--- config.mk ---
export PLATFORM = sky130hd
export DESIGN_NAME = radar_pulse_capture
export DESIGN_NICKNAME = d
export VERILOG_FILES = /design/src/rtl/radar_pulse_capture_pkg.sv /design/src/rtl/radar_pulse_capture_schmitt_trigger.sv /design/src/rtl/radar_pulse_capture.sv
export SDC_FILE = /design/constraint.sdc
export NUM_CORES = 1
export LEC_CHECK = 0
export CELL_PAD_IN_SITES_DETAIL_PLACEMENT = 1
export CELL_PAD_IN_SITES_GLOBAL_PLACEMENT = 1
export CORE_MARGIN = 2
export CORE_UTILIZATION = 42
export DETAILED_ROUTE_END_ITERATION = 10
export MAX_ROUTING_LAYER = met4
export PLACE_DENSITY_LB_ADDON = 0.1
export SLEW_MARGIN = 0
export SYNTH_ARGS = -nofsm -noshare
export SYNTH_HDL_FRONTEND = slang
export SYNTH_SLANG_ARGS = --single-unit
--- constraint.sdc ---
create_clock -name adc_clk_i -period 5.9 [get_ports adc_clk_i]
set_input_delay 0.885 -clock adc_clk_i [delete_from_list [all_inputs] [get_ports adc_clk_i]]
set_output_delay 0.885 -clock adc_clk_i [all_outputs]
set_load 0.005 [all_outputs]
--- src/rtl/radar_pulse_capture_pkg.sv ---
// Shared definitions for the radar pulse capture block.
// Contents:
//   DEF_DW / DEF_CW / DEF_NW - default widths for ADC samples,
//                              32-bit counters and sample-count/decimation fields.
//   cap_state_t              - capture FSM state encoding, also exported on
//                              the debug state port of the top.
package radar_pulse_capture_pkg;

    localparam int DEF_DW = 14;
    localparam int DEF_CW = 32;
    localparam int DEF_NW = 16;

    typedef enum logic [1:0] {
        ST_IDLE      = 2'd0,
        ST_WAIT_TRIG = 2'd1,
        ST_DELAY     = 2'd2,
        ST_CAPTURE   = 2'd3
    } cap_state_t;

endpackage

--- src/rtl/radar_pulse_capture_schmitt_trigger.sv ---
// Schmitt trigger detector with holdoff for the radar trigger channel.
// Ports:
//   clk, rst_n   - ADC clock, asynchronous active-low reset
//   enable       - detector runs only while high; otherwise arm state and
//                  holdoff counter are frozen
//   dat          - trigger sample, signed two's complement
//   excite       - signed fire threshold (fires when dat >= excite)
//   relax        - signed rearm threshold (rearms when dat <= relax)
//   holdoff      - samples after a fire during which no fire may occur
//   fire         - combinational: the current sample fires (one cycle)
//   trig         - registered copy of fire, one cycle after the sample
//   trig_count   - wrapping count of fires since reset
module radar_pulse_capture_schmitt_trigger
    import radar_pulse_capture_pkg::*;
#(
    parameter int DW = DEF_DW,
    parameter int CW = DEF_CW
) (
    input  logic          clk,
    input  logic          rst_n,
    input  logic          enable,
    input  logic [DW-1:0] dat,
    input  logic [DW-1:0] excite,
    input  logic [DW-1:0] relax,
    input  logic [CW-1:0] holdoff,
    output logic          fire,
    output logic          trig,
    output logic [CW-1:0] trig_count
);

    logic          armed;
    logic [CW-1:0] holdoff_cnt;
    logic          above;
    logic          below;

    assign above = $signed(dat) >= $signed(excite);
    assign below = $signed(dat) <= $signed(relax);
    assign fire  = enable && armed && (holdoff_cnt == '0) && above;

    always_ff @(posedge clk or negedge rst_n) begin
        if (!rst_n) begin
            armed       <= 1'b1;
            holdoff_cnt <= '0;
            trig        <= 1'b0;
            trig_count  <= '0;
        end else begin
            trig <= fire;
            if (fire) begin
                // Fire wins over rearm when one sample satisfies both thresholds.
                armed       <= 1'b0;
                holdoff_cnt <= holdoff;
                trig_count  <= trig_count + CW'(1);
            end else if (enable) begin
                // Rearm does not wait for holdoff to expire.
                if (below) begin
                    armed <= 1'b1;
                end
                if (holdoff_cnt != '0) begin
                    holdoff_cnt <= holdoff_cnt - CW'(1);
                end
            end
        end
    end

endmodule

--- src/rtl/radar_pulse_capture.sv ---
// Triggered, decimated capture of the radar video channel.
// Channel B drives a Schmitt trigger; each accepted fire captures N samples
// of channel A, one every M samples, starting D samples after the fire.
// Output stream: valid-only, no backpressure. vid_dat_o is meaningful only
// while vid_valid_o is high; vid_first_o / vid_last_o are only ever high
// together with vid_valid_o. vid_dat_o holds its last value otherwise.
// Ports:
//   adc_clk_i, adc_rst_i   - clock, asynchronous active-low reset
//   adc_dat_a_i            - video sample (unsigned, never 0)
//   adc_dat_b_i            - trigger sample (signed)
//   enable_i               - capture/detect enable
//   trig_excite_i/relax_i  - signed Schmitt thresholds
//   trig_holdoff_i         - holdoff after a fire, in samples
//   trig_delay_i           - samples from fire to first capture
//   n_samples_i / decim_i  - samples per capture / decimation (0 acts as 1)
//   vid_*_o                - captured stream with first/last markers
//   trig_o, trig_count_o   - trigger pulse and wrapping fire count
//   missed_count_o         - fires ignored because a capture was in progress
//   busy_o                 - FSM in DELAY or CAPTURE
//   state_o                - debug view of the FSM state
module radar_pulse_capture
    import radar_pulse_capture_pkg::*;
#(
    parameter int DW = DEF_DW,
    parameter int CW = DEF_CW,
    parameter int NW = DEF_NW
) (
    input  logic          adc_clk_i,
    input  logic          adc_rst_i,
    input  logic [DW-1:0] adc_dat_a_i,
    input  logic [DW-1:0] adc_dat_b_i,
    input  logic          enable_i,
    input  logic [DW-1:0] trig_excite_i,
    input  logic [DW-1:0] trig_relax_i,
    input  logic [CW-1:0] trig_holdoff_i,
    input  logic [CW-1:0] trig_delay_i,
    input  logic [NW-1:0] n_samples_i,
    input  logic [NW-1:0] decim_i,
    output logic [DW-1:0] vid_dat_o,
    output logic          vid_valid_o,
    output logic          vid_first_o,
    output logic          vid_last_o,
    output logic          trig_o,
    output logic [CW-1:0] trig_count_o,
    output logic [CW-1:0] missed_count_o,
    output logic          busy_o,
    output logic [1:0]    state_o
);

    cap_state_t    state;
    logic          fire;
    logic [CW-1:0] delay_cnt;
    logic [NW-1:0] decim_rate;
    logic [NW-1:0] decim_cnt;
    logic [NW-1:0] remain;
    logic          first_pend;

    radar_pulse_capture_schmitt_trigger #(
        .DW (DW),
        .CW (CW)
    ) u_schmitt_trigger (
        .clk        (adc_clk_i),
        .rst_n      (adc_rst_i),
        .enable     (enable_i),
        .dat        (adc_dat_b_i),
        .excite     (trig_excite_i),
        .relax      (trig_relax_i),
        .holdoff    (trig_holdoff_i),
        .fire       (fire),
        .trig       (trig_o),
        .trig_count (trig_count_o)
    );

    assign busy_o  = (state == ST_DELAY) || (state == ST_CAPTURE);
    assign state_o = state;

    always_ff @(posedge adc_clk_i or negedge adc_rst_i) begin
        if (!adc_rst_i) begin
            state          <= ST_IDLE;
            delay_cnt      <= '0;
            decim_rate     <= '0;
            decim_cnt      <= '0;
            remain         <= '0;
            first_pend     <= 1'b0;
            vid_dat_o      <= '0;
            vid_valid_o    <= 1'b0;
            vid_first_o    <= 1'b0;
            vid_last_o     <= 1'b0;
            missed_count_o <= '0;
        end else begin
            vid_valid_o <= 1'b0;
            vid_first_o <= 1'b0;
            vid_last_o  <= 1'b0;

            // The cycle accepting the last sample is still CAPTURE, so a fire
            // there is counted as missed.
            if (fire && ((state == ST_DELAY) || (state == ST_CAPTURE))) begin
                missed_count_o <= missed_count_o + CW'(1);
            end

            if (!enable_i) begin
                state <= ST_IDLE;
            end else begin
                case (state)
                    ST_IDLE: begin
                        state <= ST_WAIT_TRIG;
                    end
                    ST_WAIT_TRIG: begin
                        if (fire && (n_samples_i != '0)) begin
                            delay_cnt  <= trig_delay_i;
                            decim_rate <= (decim_i == '0) ? NW'(1) : decim_i;
                            decim_cnt  <= '0;
                            remain     <= n_samples_i;
                            first_pend <= 1'b1;
                            state      <= (trig_delay_i == '0) ? ST_CAPTURE : ST_DELAY;
                        end
                    end
                    ST_DELAY: begin
                        // Leaving on a count of 1 makes the first capture land
                        // exactly D samples after the fire sample + 1.
                        if (delay_cnt == CW'(1)) begin
                            state <= ST_CAPTURE;
                        end else begin
                            delay_cnt <= delay_cnt - CW'(1);
                        end
                    end
                    ST_CAPTURE: begin
                        if (decim_cnt == '0) begin
                            vid_dat_o   <= adc_dat_a_i;
                            vid_valid_o <= 1'b1;
                            vid_first_o <= first_pend;
                            vid_last_o  <= (remain == NW'(1));
                            first_pend  <= 1'b0;
                            remain      <= remain - NW'(1);
                            decim_cnt   <= decim_rate - NW'(1);
                            if (remain == NW'(1)) begin
                                state <= ST_WAIT_TRIG;
                            end
                        end else begin
                            decim_cnt <= decim_cnt - NW'(1);
                        end
                    end
                    default: begin
                        state <= ST_IDLE;
                    end
                endcase
            end
        end
    end

endmodule

==> impl_metrics.csv <==
group,metric,value,unit
setup_path,crit_slowest_cell,"and4b_1",
global_routing,overflow,0,
logic_synthesis,ys_async_sr_fraction,1.00,
logic_synthesis,ys_types,76,
cts,cts_tree,"built",
layout,drive_gt1_frac,0.0579,
power_and_ir_drop,cellPowerDensity,307,nW/um2
global_routing,grt_max_degree,107,
floorplan,num_rows,61,
floorplan,die_h,172,um
floorplan,core,27800,um2
route,via_per_inst,5.83,
logic_synthesis,synthTopCellsByArea,"dfrtp_1 (42%), nand2_1 (5.4%), ha_1 (4.2%)",
cts,cts.clk_slew.worst_paths,80,ps
layout,regArea,4960,um2
global_routing,track_usage,0.278,
timing,setup-tns-final,0,ps
cts,clkSinkCount,198,
logic_synthesis,synth-seq-cells,198,
logic_synthesis,synth-compound-area-share,0.150,
setup_path,required,6230,ps
route,ant_nets,0,
floorplan,dieWidth,172,um
floorplan,start_util,0.427,
setup_path,crit_path_max_incr_delay,670,ps
timing,setup_viol,0,
logic_synthesis,synth_top_family_by_area,"simple AND/OR/NAND/NOR gates",
power_and_ir_drop,power.leakage,6.44,nW
timing,report.final.slew_viol_count,0,
min_path,hp-class,"in -> async",
global_routing,antenna_found_initial,4,
logic_synthesis,ys_seq_area_frac,0.418,
route,drt-initial-drc-count,693,
setup_path,cp-end-kind,"register",
global_routing,grt_pass1_vias,11900,
route,vias,11400,
setup_path,crit_chain,"nor4_1 -> buf_4 -> and4b_1 -> and2_0 -> buf_4 -> nand3_1 -> mux2_2",
layout,nNetsFinal,1755,
layout,area_growth,28.1,%
setup_path,critical_path_class,"reg -> reg",
route,dr.pass1.iters,5,
logic_synthesis,syn_inst,1345,
route,routed_wire_length_per_instance,20.3,um
logic_synthesis,syn_area,11900,um2
timing,finClkSkew,18.7,ps
setup_path,critPathMaxFanout,18,
logic_synthesis,yosysMostFrequentCell,"dfrtp_1",
timing,hold_violations,0,
timing,rsz0062_at_grt,"no",
cts,clkLatencyLatePin,450,ps
placement,dp.cells,1919,
layout,finalNonFillerCells,1955,
logic_synthesis,yosys.area.top_type,"dfrtp_1",
logic_synthesis,synth_xor_area_frac,0.0606,
cts,postCtsSetupBuffers,0,
global_routing,grt_pass1_wl,63200,um
cts,cts_inserted_buffers,17,
run,maxCapViolations,0,
floorplan,die_area,29600,um2
logic_synthesis,synth-simple-area-share,0.263,
timing,fmax,0.253,GHz
cts,clockBufferDepth,2,
setup_path,critPathArrivalTime,4290,ps
logic_synthesis,synth-adder-area-share,0.0422,
placement,place.gp.congestion,0.855,
route,drc,0,
power_and_ir_drop,irDropWorstVdd,216,uV
outcome,status,"finished, final reports clean",
logic_synthesis,syn-num-nets,1540,
logic_synthesis,synth_top_area_share,0.416,
setup_path,critPathLaunchType,"register",
timing,final.period_utilization,0.671,
layout,multi_input_area,6380,um2
setup_path,worst_path_most_repeated_cell,"buf_4",
floorplan,io_pins,240,
cts,cts_resized,0,
placement,port_buffers,239,
placement,hpwl,28900,um
logic_synthesis,synthTopCellsByCount,"dfrtp_1 (197), nand2_1 (170), nor2_1 (81)",
cts,cts-hold-fix-buffers,0,
logic_synthesis,yosys_warnings,0,
route,drt-total-wl,39600,um
cts,root_buffer,"clkbuf_16",
logic_synthesis,synthMuxAreaShare,0.0221,
timing,finalCriticalPeriod,3960,ps
timing,max_slew.worst_pin.slew,1170,ps
cts,h-tree-depth,4,
logic_synthesis,ys.flop_type,"dfrtp_1",
logic_synthesis,syn_area_per_cell,8.82,um2
power_and_ir_drop,finalPower,4.66,mW
logic_synthesis,synth_edf_count,0,
layout,fillCellCount,3223,
timing,relSlewSlack,0.223,
-- sequential cells by signal, summed over array words and instances, names as in the netlist --
name / count
u_schmitt_trigger.armed: 1
u_schmitt_trigger.trig: 1
delay_cnt: 32
vid_dat_o: 14
remain: 16
u_schmitt_trigger.trig_count: 32
first_pend: 1
vid_valid_o: 1
state_o: 2
decim_rate: 16
vid_last_o: 1
decim_cnt: 16
vid_first_o: 1
missed_count_o: 32
u_schmitt_trigger.holdoff_cnt: 32
-- placed cells by master (no fill, tap or decap), types with 32 or more instances in the layout --
cell type / n
clkdlybuf4s50_1: 238
dfrtp_1: 197
nand2_1: 170
nor2_1: 81
nor3_1: 77
nand3_1: 74
inv_1: 71
xnor2_1: 50
a21oi_1: 47
o21ai_0: 45
nor4_1: 42
nand4_1: 41
ha_1: 40
a31oi_1: 35
xor2_1: 32
-- metrics by stage --
step / hold WS [ps] / instance area (um2) / setup WS, ps / utilization
2_1_floorplan: 430 / 11900 / 2670 / -
3_3_place_gp: 456 / 14600 / 1570 / 0.525
3_5_place_dp: 465 / 14600 / 1510 / 0.525
4_1_cts: 480 / 15200 / 1950 / 0.547
5_1_grt: 498 / 15200 / 1640 / 0.547
6_report: 479 / 15200 / 1940 / 0.547
-- report_power, final --
group / switching [mW] / internal [mW]
clock: 0.612 / 0.582
sequential: 0.315 / 1.61
combinational: 0.924 / 0.615
total: 1.85 / 2.81
-- path summary, 6_finish.rpt --
check | startpoint | to | slack [ps] | cells past startpoint
setup / recovery | decim_cnt[2] | vid_dat_o[13] | 1940 | 7
hold / removal | adc_rst_i | delay_cnt[16] | 480 | 1
setup reg to reg | decim_cnt[2] | vid_dat_o[13] | 1940 | 7
hold reg to reg | missed_count_o[31] | missed_count_o[31] | 480 | 1
max in group asynchronous | adc_rst_i | decim_rate[3] | 4160 | 2
min in group adc_clk_i | missed_count_o[31] | missed_count_o[31] | 480 | 1
-- routing by layer --
metal  up-vias  track usage  routed length [um]
met3        59       0.0639                2030
met5         -            -                   0
met4         0       0.0778                 896
met1      5730        0.340               17200
met2       256        0.463               19500
li1       5358            -                   -
-- worst max-delay path, delay by kind of cell, from the launching register on --
kind                   cells  cell delay (ps)
muxes                      1              550
DFF                        1              460
buffers and inverters      2              520
and+or+nand+nor            4             2290
-- cells by family (layout without fill, tap and decap cells) --
group | after synthesis | in the layout
XOR/XNOR | 82 | 82
multiplexers | 24 | 24
AND/OR/NAND/NOR | 608 | 608
AO/OA/AOI/OAI | 262 | 262
other | 0 | 4
buffers and inverters | 131 | 359
adder cells (fa/ha/maj) | 40 | 40
flip-flops | 198 | 198
-- area by class of cell --
type,instances,share of cell area
antenna,4,0.000659
timing repair buffer,255,0.166
multi-input combinational,1016,0.420
clock buffer,19,0.0292
tap,378,0.0311
clock inverter,13,0.00963
inverter,72,0.0178
sequential,198,0.326
(Power assumes the default switching activity.)
